## src/rtl/adder_pkg.sv

```systemverilog
`default_nettype none
// ============================================================================
// Module      : adder_pkg
// Description : Shared types, constants and round-robin pick helper for the
//               nibble-serial shared adder controller.
// Revision    : 1.0 - initial release
// ============================================================================
package adder_pkg;

    // Width of the shared adder slice
    localparam int NIBBLE  = 4;
    // Upper bound on the requester count the pick helper handles
    localparam int MAX_REQ = 8;

    typedef enum logic [1:0] {
        IDLE = 2'd0,
        ADD  = 2'd1,
        RESP = 2'd2
    } state_t;

    // First valid requester at or after ptr, wrapping modulo nreq.
    // Returns ptr when nothing is valid; callers gate on |valid.
    function automatic logic [2:0] rr_pick(input logic [MAX_REQ-1:0] valid,
                                           input logic [2:0]         ptr,
                                           input int                 nreq);
        logic found;
        int   j;
        rr_pick = ptr;
        found   = 1'b0;
        for (int k = 0; k < MAX_REQ; k++) begin
            j = (int'(ptr) + k) % nreq;
            if (k < nreq && !found && valid[j]) begin
                rr_pick = 3'(j);
                found   = 1'b1;
            end
        end
    endfunction

endpackage
`default_nettype wire

```

## src/rtl/nibble_adder_slice.sv

```systemverilog
`default_nettype none
// ============================================================================
// Module      : nibble_adder_slice
// Description : 4-bit ripple-carry adder slice; the single shared arithmetic
//               resource of the controller. Purely combinational.
// Revision    : 1.0 - initial release
// ============================================================================
module nibble_adder_slice (
    input  logic [3:0] a,
    input  logic [3:0] b,
    input  logic       cin,
    output logic [3:0] sum,
    output logic       cout
);

    logic [4:0] w_c;

    assign w_c[0] = cin;

    // One full adder per bit, carry rippling upward
    for (genvar i = 0; i < 4; i++) begin : g_fa
        assign sum[i]   = a[i] ^ b[i] ^ w_c[i];
        assign w_c[i+1] = (a[i] & b[i]) | (w_c[i] & (a[i] ^ b[i]));
    end

    assign cout = w_c[4];

endmodule
`default_nettype wire

```

## src/rtl/adder_share_ctrl.sv

```systemverilog
`default_nettype none
// ============================================================================
// Module      : adder_share_ctrl
// Description : Round-robin arbiter and controller that time-shares one 4-bit
//               adder slice among NREQ requesters, computing WIDTH-bit sums
//               nibble-serially (LSB nibble first) with a registered carry.
// Revision    : 1.0 - initial release
// ============================================================================
module adder_share_ctrl
    import adder_pkg::*;
#(
    parameter int NREQ  = 4,
    parameter int WIDTH = 16,
    parameter int IDW   = $clog2(NREQ)
) (
    input  logic                  clk,
    input  logic                  rst,
    input  logic [NREQ-1:0]       req_valid,
    output logic [NREQ-1:0]       req_ready,
    input  logic [NREQ*WIDTH-1:0] req_a,
    input  logic [NREQ*WIDTH-1:0] req_b,
    output logic                  rsp_valid,
    input  logic                  rsp_ready,
    output logic [WIDTH-1:0]      rsp_sum,
    output logic                  rsp_cout,
    output logic [IDW-1:0]        rsp_id
);

    localparam int NNIB = WIDTH / NIBBLE;
    localparam int CNTW = (NNIB > 1) ? $clog2(NNIB) : 1;

    state_t            r_state;
    logic [IDW-1:0]    r_rr_ptr;
    logic [CNTW-1:0]   r_nib;
    logic              r_carry;
    logic [WIDTH-1:0]  r_a;
    logic [WIDTH-1:0]  r_b;
    logic [WIDTH-1:0]  r_sum;
    logic              r_cout;
    logic [IDW-1:0]    r_id;
    logic              r_valid;

    logic [MAX_REQ-1:0] w_valid8;
    logic [IDW-1:0]     w_grant;
    logic [IDW-1:0]     w_next_ptr;
    logic               w_accept;
    logic [3:0]         w_nsum;
    logic               w_ncout;
    logic               w_last;

    // Widen the request vector to the fixed width the pick helper expects
    always_comb begin
        w_valid8             = '0;
        w_valid8[NREQ-1:0]   = req_valid;
    end

    assign w_grant    = IDW'(rr_pick(w_valid8, 3'(r_rr_ptr), NREQ));
    assign w_next_ptr = (w_grant == IDW'(NREQ - 1)) ? '0 : w_grant + IDW'(1);
    assign w_last     = (r_nib == CNTW'(NNIB - 1));

    // Grant is offered only while idle and out of reset
    always_comb begin
        req_ready = '0;
        if (!rst && r_state == IDLE && |req_valid) begin
            req_ready[w_grant] = 1'b1;
        end
    end

    assign w_accept = |(req_valid & req_ready);

    nibble_adder_slice u_slice (
        .a    (r_a[r_nib*NIBBLE +: NIBBLE]),
        .b    (r_b[r_nib*NIBBLE +: NIBBLE]),
        .cin  (r_carry),
        .sum  (w_nsum),
        .cout (w_ncout)
    );

    // Controller: accept, run N nibble cycles, then hold the result until taken
    always_ff @(posedge clk or posedge rst) begin
        if (rst) begin
            r_state  <= IDLE;
            r_rr_ptr <= '0;
            r_nib    <= '0;
            r_carry  <= 1'b0;
            r_a      <= '0;
            r_b      <= '0;
            r_sum    <= '0;
            r_cout   <= 1'b0;
            r_id     <= '0;
            r_valid  <= 1'b0;
        end else begin
            case (r_state)
                IDLE: begin
                    if (w_accept) begin
                        r_a      <= req_a[w_grant*WIDTH +: WIDTH];
                        r_b      <= req_b[w_grant*WIDTH +: WIDTH];
                        r_id     <= w_grant;
                        r_rr_ptr <= w_next_ptr;
                        r_carry  <= 1'b0;
                        r_nib    <= '0;
                        r_state  <= ADD;
                    end
                end
                ADD: begin
                    r_sum[r_nib*NIBBLE +: NIBBLE] <= w_nsum;
                    r_carry <= w_ncout;
                    r_nib   <= r_nib + CNTW'(1);
                    // No early exit: every operation takes exactly N nibble cycles
                    if (w_last) begin
                        r_nib   <= '0;
                        r_cout  <= w_ncout;
                        r_valid <= 1'b1;
                        r_state <= RESP;
                    end
                end
                RESP: begin
                    if (rsp_ready) begin
                        r_valid <= 1'b0;
                        r_state <= IDLE;
                    end
                end
                default: r_state <= IDLE;
            endcase
        end
    end

    assign rsp_valid = r_valid;
    assign rsp_sum   = r_sum;
    assign rsp_cout  = r_cout;
    assign rsp_id    = r_id;

endmodule
`default_nettype wire
```

## config.mk

```make
export PLATFORM = sky130hd
export DESIGN_NAME = adder_share_ctrl
export DESIGN_NICKNAME = d
export VERILOG_FILES = /design/src/rtl/adder_pkg.sv /design/src/rtl/nibble_adder_slice.sv /design/src/rtl/adder_share_ctrl.sv
export SDC_FILE = /design/constraint.sdc
export NUM_CORES = 1
export LEC_CHECK = 0
export CORE_ASPECT_RATIO = 0.6
export CORE_MARGIN = 5
export CORE_UTILIZATION = 44
export DETAILED_ROUTE_END_ITERATION = 12
export GPL_TIMING_DRIVEN = 0
export HOLD_SLACK_MARGIN = 0.03
export PLACE_DENSITY_LB_ADDON = 0.08
export SYNTH_ARGS = -nofsm -noshare
export SYNTH_HDL_FRONTEND = slang
export SYNTH_SLANG_ARGS = --single-unit
```

## constraint.sdc

```tcl
create_clock -name clk -period 9.1 [get_ports clk]
set_input_delay 2.73 -clock clk [delete_from_list [all_inputs] [get_ports clk]]
set_output_delay 2.73 -clock clk [all_outputs]
set_load 0.01 [all_outputs]
```

==> qor.csv, run 1 <==
metric;value;unit
status;finished clean;
Synth-to-Final Area Change;54.81;%
Psw;780.9;uW
Clock power frac;18.6;%
clock skew;3.514;ps
largest net degree at the start of global routing;31;
post_cts resized;0;
reg-to-reg slack, setup;5540;ps
RePlAce Congestion;0.8861;
worst stage delay on the critical path;550;ps
cells along the critical path;clkdlybuf4s50_1, nor2b_1, o21a_1, nor3_1, buf_2, buf_1, ha_1, inv_1, nor2_1, clkdlybuf4s50_1;
most common cell in the netlist;nand2_1;
total negative slack;0;ps
Max clock buf depth;2;
CP Class;in2out;
DRT Pass-1 Iters;5;
Placed Instances;680;
Synth cell types;37;
Yosys top cell area share;39.56;%
Slew HR;52.94;%
IO buf count;158;
WHS;472.4;ps
# DRC;0;
CP endpoint kind;output pin;
Worst Path Required;6370;ps
core area;0.008393;sq mm
worst-margin pin slew;705.9;ps
starting density of the core;44.47;%
slowest CP cell;clkdlybuf4s50_1;
hold_buf cts;0;
H-tree levels;3;
Post-CTS Setup Repair Bufs;0;
post-synthesis cell area;0.003732;sq mm
Post-DP HPWL;10.68;mm
CP Buf/Inv Count;5;
Routed WL;13.43;mm
final setup vio count;0;
Static Leak;2.573;nW
Hold Crit Endpoint;r_b[10];
Critical Path Most Common Cell;clkdlybuf4s50_1;
CTS sink cnt;59;
Max Clk Rate;117.0;MHz
Synth async-reset ratio;100.0;%
Int Power;1.042;mW
Post-synth EDFFs;0;
DIE WIDTH;128.9;microns
Final #Nets;725;
initial DRC count;341;
GRT overflow;0;
via/cell ratio;5.825;
Clock Latency Late Sink;330;ps
post-layout min period;8544;ps
pre-CTS WS;591.5;ps
critical hold path startpoint;r_b[10];
root buffer cell;clkbuf_16;
cells after synthesis;409;
Worst Path Max Fanout;10;
Most used DFF post-synth;dfrtp_1;
Sw Ratio;42.84;%
Sequential Power Share;25.4;%
Synth Area per Inst;9.126;sq um
ANT cells;0;
WL per Instance;19.29;microns
Startpoint Class;input port;
Hold Fails Final Rpt;0;
share of post-route cells with drive strength above 1;6.336;%
sequential cell area fraction in the yosys report;39.56;%
first-pass GRT wire length;21.20;mm
CTS clk-pin slew, worst paths;50;ps
Max-Cap Viols;0;
vias in the first global route;4077;
row count;26;
DRT antenna net count;0;
Synth top cells by count;nand2_1 (89), dfrtp_1 (59), a211oi_1 (33), a21o_1 (33);
die height;81.34;microns
Setup WS post-layout;556.3;ps
non-filler cells, final;696;
PD cells;315.5;mW/mm^2
WP data arrival;5810;ps
vias;4054;
worst reg2reg endpoint;r_b[2];
GR Util All Layers;26.53;%
initial antenna violation count;0;
yosys warns;0;
I/O pin count;159;
synthesized flop and latch total;59;
Inserted Clock Buffers;9;
max-slew violations;0;
top cells by area, synth;dfrtp_1 (40%), nand2_1 (9.0%), a311oi_1 (7.5%);
CTS tree;done;
layout filler cell count;649;
Final period util;93.89;%
worst r2r src;r_rr_ptr[0];
syn_nets;555;
R2R depth;12;
Logic pwr share;56.0;%
Pwr Total;1.823;mW
Worst Hold Depth;1;
Peak VDD IR;0.1291;mV
worst hold-check path type;reg2reg;
unrepaired setup endpoints after global routing;false;
Top delay family on crit path;buffers and inverters;
Die ar.;0.01048;sq mm
post-synth top area cell;dfrtp_1;
through the flow:
stage,util [%],area [sq um]
6_report,68.84,5778
5_1_grt,68.84,5778
4_1_cts,68.84,5778
3_5_place_dp,65.22,5474
3_3_place_gp,64.98,5454
2_1_floorplan,-,3732
per-layer routing:
layer | GRT usage [%] | share of wire, % | routed length (microns) | up-vias
met5 | 0 | 0 | 0 | -
met2 | 38.07 | 42 | 5646 | 220
met3 | 7.884 | 10 | 1388 | 23
met4 | 8.071 | 1.9 | 254 | 0
li1 | - | - | - | 1852
met1 | 38.55 | 46 | 6136 | 1959
cell type report:
cell class	count	area, sq um	area share, %
well taps	112	140.1	2.425
multi-input cells	300	2042	35.34
inverters	16	60.06	1.039
repair buffers	159	1602	27.72
flip-flops and latches	59	1476	25.55
clock inverters	6	65.06	1.126
plain buffers	34	153.9	2.663
clock buffers	10	239.0	4.136
how the worst max path moves through the flow:
stage	startpoint	end	slack [ps]	cells after the start
after global routing	req_valid[2]	req_ready[3]	320	10
after CTS	req_valid[2]	req_ready[3]	590	10
after global placement	req_valid[2]	req_ready[3]	620	10
after floorplan	req_valid[2]	req_ready[3]	2060	8
final	req_valid[2]	req_ready[3]	560	10
after detailed placement	req_valid[2]	req_ready[3]	590	10
kinds of logic (layout without fill, tap and decap cells):
family | after synthesis | after routing | share of synthesized area, %
buffers and inverters | 50 | 225 | 5.732
adders and majority gates | 11 | 11 | 4.492
AOI/OAI and AO/OA | 127 | 127 | 26.11
muxes | 10 | 10 | 5.431
and+or+nand+nor | 152 | 152 | 18.67
DFF | 59 | 59 | 39.56
cell usage in the layout, fill, tap and decap left out, types with 2 or more instances in the layout:
cell type	Yosys	layout
clkinvlp_4	0	4
dfrtp_1	59	59
inv_2	1	2
o21ai_0	11	11
nor2_1	12	12
nor2b_1	3	3
a311oi_1	32	32
mux4_2	8	8
nand2b_1	2	2
inv_1	15	14
nand2_1	89	89
nand4_1	3	3
buf_2	3	3
a22o_1	8	8
buf_1	7	7
a21oi_1	3	3
clkdlybuf4s50_1	0	158
and3_1	32	32
a21o_1	33	33
buf_6	3	3
a211oi_1	33	33
o31ai_1	2	2
nand3_1	3	3
clkbuf_16	0	9
nor3_1	2	2
clkbuf_1	21	21
mux2_2	2	2
fa_1	4	4
ha_1	7	7
sequential cells by signal, summed over array words and instances, names as in the netlist, 2 cells and up:
| name | flops |
|---|---|
| rsp_id | 2 |
| rsp_sum | 16 |
| r_state | 2 |
| r_b | 16 |
| r_nib | 2 |
| r_rr_ptr | 2 |
| r_a | 16 |
power groups by stage:
stage | Clock [mW] | Sequential, mW | Combinational [mW]
6_report | 0.339 | 0.463 | 1.02
5_1_grt | 0.355 | 0.475 | 1.12
4_1_cts | 0.344 | 0.460 | 1.01
3_5_place_dp | 0 | 0.462 | 1.01
3_3_place_gp | 0 | 0.458 | 0.979
2_1_floorplan | 0 | 0.450 | 0.626
Power figures use the tool's default switching activity.
==> run 2, diff against run 1 <==
Settings changed: CORE_UTILIZATION 44 to 47, CTS_CLUSTER_SIZE from default to 30, SLEW_MARGIN from default to 20.
==> qor.csv, run 2 (synthesis results as in run 1) <==
metric;value;unit
status;finished clean;
Final period util;94.22;%
most frequent cells in the layout;clkdlybuf4s50_1 (158), nand2_1 (89), dfrtp_1 (59), a211oi_1 (33), a21o_1 (33);
Startpoint Class;input port;
DRT Pass-1 Iters;5;
Pwr Total;1.834;mW
DRT antenna net count;0;
Slew HR;51.44;%
ANT cells;0;
IO buf count;158;
final setup vio count;0;
CP Class;in2out;
vias;4011;
GR Util All Layers;28.16;%
unrepaired setup endpoints after global routing;false;
H-tree levels;3;
Max clock buf depth;2;
row count;25;
initial antenna violation count;0;
Clock Latency Late Sink;330;ps
core area;0.007789;sq mm
reg-to-reg slack, setup;5530;ps
post_cts resized;0;
CP endpoint kind;output pin;
CTS sink cnt;59;
Worst Hold Depth;1;
worst-margin pin slew;728.4;ps
Core Util, Final;73.88;%
Inserted Clock Buffers;9;
WL per Instance;19.70;microns
Worst Path Required;6370;ps
layout filler cell count;558;
root buffer cell;clkbuf_16;
CTS tree;done;
RePlAce Congestion;0.8959;
Max Clk Rate;116.6;MHz
pre-CTS WS;586.8;ps
PD cells;318.8;mW/mm^2
vias in the first global route;4207;
first-pass GRT wire length;21.91;mm
most common cell after layout, fill and taps aside;clkdlybuf4s50_1;
Static Leak;2.570;nW
Worst Path Max Fanout;10;
Final #Nets;724;
Die ar.;0.009882;sq mm
share of post-route cells with drive strength above 1;6.014;%
via/cell ratio;5.813;
I/O pin count;159;
clock skew;6.951;ps
Synth-to-Final Area Change;54.17;%
total negative slack;0;ps
hold_buf cts;0;
post-layout min period;8574;ps
largest net degree at the start of global routing;60;
WP data arrival;5840;ps
DIE WIDTH;125.0;microns
worst hold-check path type;reg2reg;
Post-CTS Setup Repair Bufs;0;
GRT overflow;0;
Peak VDD IR;0.1572;mV
Post-DP HPWL;10.52;mm
starting density of the core;47.92;%
# DRC;0;
CTS clk-pin slew, worst paths;50;ps
Routed WL;13.59;mm
max-slew violations;0;
initial DRC count;378;
Max-Cap Viols;0;
Setup WS post-layout;526.1;ps
Hold Fails Final Rpt;0;
die height;79.03;microns
R2R depth;12;
run 2: cell type report:
cell class              count  area, sq um  share of cell area, %
multi-input cells         300         2042                  35.49
repair buffers            158         1582                  27.48
flip-flops and latches     59         1476                  25.66
clock buffers              11        252.7                  4.392
plain buffers              34        153.9                  2.675
well taps                 108        135.1                  2.348
inverters                  16        62.56                  1.087
clock inverters             4        50.05                 0.8698
run 2: routing by layer:
layer / vias to the layer above / GRT usage [%] / wire length, microns
li1: 1854 / - / -
met1: 1937 / 39.89 / 6156
met2: 200 / 42.98 / 5964
met3: 20 / 6.922 / 1260
met4: 0 / 8.550 / 212
met5: - / 0 / 0
run 2: path summary, 6_finish.rpt:
kind | startpoint | to
worst max-delay path | req_valid[2] | req_ready[3]
worst min-delay path | r_a[9] | r_a[9]
worst max register to register | r_rr_ptr[0] | r_a[11]
worst min register to register | r_a[9] | r_a[9]
max in group asynchronous | rst | r_b[8]
min in group asynchronous | rst | r_state[1]
run 2: per-stage QoR:
step	cells	hold slack (ps)	area, sq um
after global placement	675	455.2	5449
after floorplan	409	444.3	3732
after detailed placement	675	465.9	5451
final	690	474.4	5754
after global routing	690	487.3	5754
after CTS	690	479.4	5754
run 2: worst max-delay path, cell delays in order:
cell and delay [ps]:
clkdlybuf4s50_1 480, nor2b_1 180, o21a_1 190, nor3_1 450, buf_2 360, buf_1 450
ha_1 280, inv_1 50, nor2_1 120, clkdlybuf4s50_1 550
run 2: report_power, final:
group / total (mW) / internal, mW / switching, mW
sequential: 0.465 / 0.380 / 0.0847
clock: 0.342 / 0.224 / 0.117
combinational: 1.03 / 0.444 / 0.584
total: 1.83 / 1.05 / 0.786
==> run 3, diff against run 2 <==
Settings changed: CORE_UTILIZATION 47 to 43, PLACE_DENSITY from default to 0.81, PLACE_DENSITY_LB_ADDON 0.08 to default.
Clock period 9.1 ns to 8.8 ns, I/O delays scaled along.
==> qor.csv, run 3 (synthesis results as in run 1) <==
metric;value;unit
Final period util;96.53;%
Clock Latency Late Sink;340;ps
status;finished clean;
share of post-route cells with drive strength above 1;6.175;%
worst hold-check path type;reg2reg;
vias;4092;
Static Leak;2.598;nW
starting density of the core;43.96;%
Startpoint Class;input port;
IO buf count;158;
Max-Cap Viols;0;
most common cell after layout, fill and taps aside;clkdlybuf4s50_1;
WL per Instance;20.41;microns
core area;0.008491;sq mm
total negative slack;0;ps
post-layout min period;8495;ps
I/O pin count;159;
Slew HR;49.34;%
CP endpoint kind;output pin;
GRT overflow;0;
PD cells;337.5;mW/mm^2
GR Util All Layers;27.35;%
# DRC;0;
DIE WIDTH;130.3;microns
Routed WL;14.18;mm
Inserted Clock Buffers;9;
Critical Path Most Common Cell;clkdlybuf4s50_1;
H-tree levels;3;
Die ar.;0.01070;sq mm
initial antenna violation count;0;
clock skew;7.928;ps
first-pass GRT wire length;22.30;mm
DRT antenna net count;0;
hold_buf cts;0;
initial DRC count;370;
Max Clk Rate;117.7;MHz
ANT cells;0;
WP data arrival;5850;ps
worst stage delay on the critical path;560;ps
Worst Path Max Fanout;10;
DRT Pass-1 Iters;5;
final setup vio count;0;
unrepaired setup endpoints after global routing;false;
worst-margin pin slew;750.0;ps
post_cts resized;0;
RePlAce Congestion;0.8907;
root buffer cell;clkbuf_16;
die height;82.17;microns
largest net degree at the start of global routing;60;
most frequent cells in the layout;clkdlybuf4s50_1 (158), nand2_1 (89), dfrtp_1 (59), a211oi_1 (33), a21o_1 (33);
max-slew violations;0;
layout filler cell count;647;
Synth-to-Final Area Change;55.51;%
slowest CP cell;clkdlybuf4s50_1;
cells along the critical path;clkdlybuf4s50_1, nor2b_1, o21a_1, nor3_2, buf_2, buf_1, ha_1, inv_1, nor2_1, clkdlybuf4s50_1;
Hold Fails Final Rpt;0;
CTS sink cnt;59;
Final #Nets;724;
Post-CTS Setup Repair Bufs;0;
row count;26;
Max clock buf depth;2;
Worst Path Required;6160;ps
CTS tree;done;
CTS clk-pin slew, worst paths;50;ps
via/cell ratio;5.888;
Post-DP HPWL;10.65;mm
CP Class;in2out;
vias in the first global route;4339;
Peak VDD IR;0.1722;mV
WHS;475.8;ps
==> run 3: cell types whose count changed in the layout (fill, tap and decap cells not counted) <==
cell        previous run  this run
bufinv_16              1         3
clkinvlp_4             2         0
clkbuf_1              21        22
clkbuf_8               2         1
clkinv_2               1         2
nor3_1                 2         1
nor3_2                 0         1
==> run 3: routing by layer <==
layer / GRT usage [%] / routed length, microns / part of all wire (%)
met1: 35.91 / 5929 / 42
met2: 42.69 / 6383 / 45
met3: 11.25 / 1571 / 11
met4: 6.224 / 299 / 2.1
met5: 0 / 0 / 0
==> run 3: cell type report <==
| type | count | area (sq um) | share of cell area (%) |
|---|---|---|---|
| Multi-Input combinational cell | 300 | 2047 | 35.27 |
| Inverter | 16 | 62.56 | 1.078 |
| Sequential cell | 59 | 1476 | 25.44 |
| Timing Repair Buffer | 158 | 1582 | 27.25 |
| Tap cell | 112 | 140.1 | 2.414 |
| Clock buffer | 11 | 242.7 | 4.182 |
| Buffer | 34 | 153.9 | 2.651 |
| Clock inverter | 5 | 100.1 | 1.725 |
==> run 3: power by group <==
group	internal, mW	total, mW	switching, mW
clock	0.283	0.410	0.127
combinational	0.458	1.07	0.611
sequential	0.393	0.479	0.0860
==> run 3: final timing paths <==
check	from	end	slack [ps]	cells past startpoint
setup / recovery	req_valid[2]	req_ready[3]	310	10
hold / removal	r_a[11]	r_a[11]	480	1
setup reg to reg	r_rr_ptr[0]	r_a[0]	5200	12
hold reg to reg	r_a[11]	r_a[11]	480	1
max in group asynchronous	rst	r_b[3]	5470	2
min in group asynchronous	rst	r_state[1]	2830	2
==> run 3: through the flow <==
stage	power [mW]	util (%)	worst slack, ps	instances	cell area [sq um]
finish	1.959	68.36	305.2	695	5804
global route	2.079	68.36	208.1	695	5804
CTS	1.943	68.30	119.9	695	5799
detailed placement	1.517	64.26	206.8	679	5456
global placement	1.475	64.24	325.6	679	5454
floorplan	1.113	-	1938	409	3732
==> run 3: worst max-delay path: cells and delay by family <==
family	cells	cell delay, ps
compound gates	1	200
fa+ha+maj	1	310
buf+inv	5	1960
simple gates	3	750
==> variant 1: new RTL, flow settings as in run 1 <==
`NREQ`: 4 -> 2.
--- a/src/rtl/adder_share_ctrl.sv
+++ b/src/rtl/adder_share_ctrl.sv
@@ -10,5 +10,5 @@
     import adder_pkg::*;
 #(
-    parameter int NREQ  = 4,
+    parameter int NREQ  = 2,
     parameter int WIDTH = 16,
     parameter int IDW   = $clog2(NREQ)
Ports: changed (5 resized); port bits go from 159 to 90. No check against the original RTL was run, so the function may have changed too.
==> variant 1 against run 1 <==
- sequential cell count down 2
- sequential power fell by 6.5%
- non-clock buffer count shrank 80
- power shrank 20%
- register-to-register slack better by 0.38 ns
- worst hold slack improved by 0.016 ns
- final area decreased by 23%
- synthesized cell count decreased by 35%
- count of clock-buffer cells in the layout grew 1
- largest cell class unchanged
- wire length shrank 34%
- first-iteration DRC count down 33%
- worst setup slack improved by 1.1 ns
- synthesized area shrank 16%
- sequential share of layout area increased by 6.4 points
==> variant 1: results (changes against run 1) <==
stage,metric,value,unit,change
cells_and_area,layout.filler_cells,563,,-13%
worst_hold_path,hold-path-cell-count,2,,+1
status,run_status,completed,,
setup_path,regToRegEndpoint,rsp_sum[3],,
grt,globalRouteMet2Util,0.322,,-0.0586
cells_and_area,seqAreaFraction,0.320,,+0.0643
power_and_ir_drop,power.switching,0.000533,W,-32%
grt,grt_first_pass_wirelength,14200,um,-33%
cells_and_area,design.final.nets,446,,-38%
placement,hpwlAfterDp,6600,um,-38%
worst_hold_path,holdPathEnd,rsp_sum[9],,
cells_and_area,layout.nonclk_buf_frac,0.240,,-0.0642
setup_path,worst-r2r-cell-count,9,,-3
routing,viasPerCell,5.71,,-1.9%
floorplan,floorplan.rows,23,,-12%
placement,routability_congestion_estimate,0.781,,-12%
power_and_ir_drop,clock_net_power,0.000333,W,-2%
routing,drt_iter0_drc,229,,-33%
yosys,post_synth_num_cell_types,36,,-2.7%
power_and_ir_drop,power-per-cell-area,326,nW/um^2,+3.2%
yosys,ys_seq_area_frac,0.453,,+0.0570
grt,pin_count_of_the_biggest_net_entering_global_routing,39,,+26%
setup_path,regToRegSetupSlack,5.92,ns,+0.38 ns
power_and_ir_drop,p_leak,1.88,nW,-27%
grt,grt.total_usage,0.208,,-0.0572
sta,worst-slew-pin-transition,0.619,ns,-0.0866 ns
cells_and_area,num-nonclk-buffers,113,,-41%
yosys,syn_avg_cell_area,11.8,sq um,+29%
power_and_ir_drop,seq_power,0.000433,W,-6.5%
cells_and_area,multi_input_area_share,0.338,,-0.0150
cells_and_area,clkbuf_count,11,,+1
cells_and_area,clock_area_frac,0.0668,,+0.0142
setup_path,cp.arrival,4.72,ns,-1.09 ns
routing,total_via_count_after_detailed_routing,2622,,-35%
setup_path,cp-endpoint,req_ready[1],,
grt,global_route.usage.met1,0.297,,-0.0885
placement,place.port_buffers,88,,-44%
yosys,synth-adder-area-share,0.0492,,+0.00430
yosys,post_synth_main_area_contributors,"sky130_fd_sc_hd__dfrtp_1 45%, sky130_fd_sc_hd__a221o_1 10%, sky130_fd_sc_hd__nor3_2 9.5%",,
variant 1: changes by cell type in the layout (fill, tap and decap cells not counted), sizes merged, moves of 31 or more:
cell           delta
nand2            -49
and3             -31
a21o             -33
nor3             +31
clkdlybuf4s50    -70
a221o            +32
a211oi           -33
a311oi           -32
variant 1: routing by layer:
| layer | part of all wire | routed length [um] |
|---|---|---|
| met5 | 0 | 0 |
| met4 | 0.0043 | 38 |
| met3 | 0.094 | 837 |
| met2 | 0.44 | 3910 |
| met1 | 0.46 | 4130 |
variant 1: worst max-delay path: stages:
cell,delay [ns]
sky130_fd_sc_hd__clkdlybuf4s50_1,0.50
sky130_fd_sc_hd__or3_1,0.37
sky130_fd_sc_hd__buf_6,0.17
sky130_fd_sc_hd__buf_12,0.15
sky130_fd_sc_hd__nor3b_2,0.21
sky130_fd_sc_hd__clkdlybuf4s50_1,0.58
==> variant 2: new RTL, flow settings as in run 1 <==
Made on the original files. Encoding of `state_t`: now one-hot (3 bits for 3 states).
--- a/src/rtl/adder_pkg.sv
+++ b/src/rtl/adder_pkg.sv
@@ -13,8 +13,8 @@
     localparam int MAX_REQ = 8;
 
-    typedef enum logic [1:0] {
-        IDLE = 2'd0,
-        ADD  = 2'd1,
-        RESP = 2'd2
+    typedef enum logic [2:0] {
+        IDLE = 3'b001,
+        ADD  = 3'b010,
+        RESP = 3'b100
     } state_t;
 
Behaviour: no difference found for any inputs over 4 cycles, from zero or initial values and one cycle with rst high; so few cycles prove little.
==> variant 2 against run 1 <==
- worst setup slack got worse by 0.015 ns
- worst hold slack better by 0.0040 ns
- cell count rose by 3.4%
- wire length grew 6.8%
- sequential cell count is 1 higher
- synthesized area rose by 8.6%
- final area is 6.1% higher
- power fell by 0.58%
- largest power group unchanged
==> variant 2: results (changes against run 1) <==
stage,metric,value,unit,change
cells_and_area,layout.nonclk_buf_frac,0.291,,-0.0126
placement,placement.setup.worst_slack,0.568,ns,-0.0239 ns
power_and_ir_drop,p_leak,2.63,nW,+2.2%
power_and_ir_drop,power.ir.vdd_worst,147,uV,+14%
yosys,synthesized_netlist_net_count,575,,+3.6%
yosys,post_synth_num_cell_types,39,,+5.4%
placement,placed_area,5800,sq um,+5.9%
yosys,ys_seq_area_frac,0.371,,-0.0248
sta,worst_max_slew_margin_expressed_relative_to_the_limit,0.168,,-0.361
cells_and_area,non_clock_inverter_count,14,,-2
setup_path,crit-reg2reg-launch,r_nib[0],,
setup_path,critical-path-slowest-cell,sky130_fd_sc_hd__nor3_1,,
grt,grt_first_pass_wirelength,22400,um,+5.8%
worst_hold_path,holdCritStartpoint,r_b[7],,
cells_and_area,multi_input_combinational_cell_count,320,,+6.7%
grt,grt_util_met3,0.0988,,+0.0200
yosys,synth_seq_cells,60,,+1.7%
sta,hold_slack,0.476,ns,+0.00398 ns
setup_path,regToRegSetupSlack,5.47,ns,-0.07 ns
cells_and_area,multi_input_gate_area,2310,sq um,+13%
status,run_status,completed,,
grt,grt.total_usage,0.250,,-0.0153
routing,total_via_count_after_detailed_routing,4110,,+1.4%
yosys,post_synth_main_area_contributors,"sky130_fd_sc_hd__dfrtp_1 36%, sky130_fd_sc_hd__a311oi_2 11%, sky130_fd_sc_hd__nand2_1 10%",,
cells_and_area,seqAreaFraction,0.245,,-0.0105
placement,hpwlAfterDp,11000,um,+3.4%
placement,post-place-cells,704,,+3.5%
routing,m1WireLength,6650,um,+8.4%
setup_path,regToRegEndpoint,rsp_sum[15],,
grt,grt_pass1_vias,4252,,+4.3%
grt,globalRouteMet2Util,0.360,,-0.0206
floorplan,die_area,11300,sq um,+7.7%
grt,pin_count_of_the_biggest_net_entering_global_routing,41,,+32%
yosys,yosys-top-cells-count,"108 x sky130_fd_sc_hd__nand2_1, 59 x sky130_fd_sc_hd__dfrtp_1, 33 x sky130_fd_sc_hd__a211oi_1, 32 x sky130_fd_sc_hd__a21o_1, 32 x sky130_fd_sc_hd__and3_1",,
setup_path,timing.critical_path.from,req_valid[3],,
routing,met3_length,1440,um,+3.5%
==> variant 2: changes by cell type after synthesis, moves of 6 or more <==
cell,before,now
sky130_fd_sc_hd__a311oi_1,32,2
sky130_fd_sc_hd__a311oi_2,0,30
sky130_fd_sc_hd__nand2_1,89,108
sky130_fd_sc_hd__o31ai_1,2,11
sky130_fd_sc_hd__a22o_1,8,0
sky130_fd_sc_hd__buf_1,7,1
==> variant 2: logic make-up (layout without fill, tap and decap cells) <==
logic type      Yosys count  count (layout)  synth area share
simple gates            171             171             0.195
flops                    60              60             0.371
buf+inv                  49             224            0.0583
fa+ha+maj                11              11            0.0414
compound gates          129             129             0.287
mux                       9               9            0.0472
==> variant 2: where the power goes <==
part / internal [W] / switching, W
Combinational: 0.000422 / 0.000558
Sequential: 0.000370 / 0.0000785
Clock: 0.000266 / 0.000117
Total: 0.00106 / 0.000754
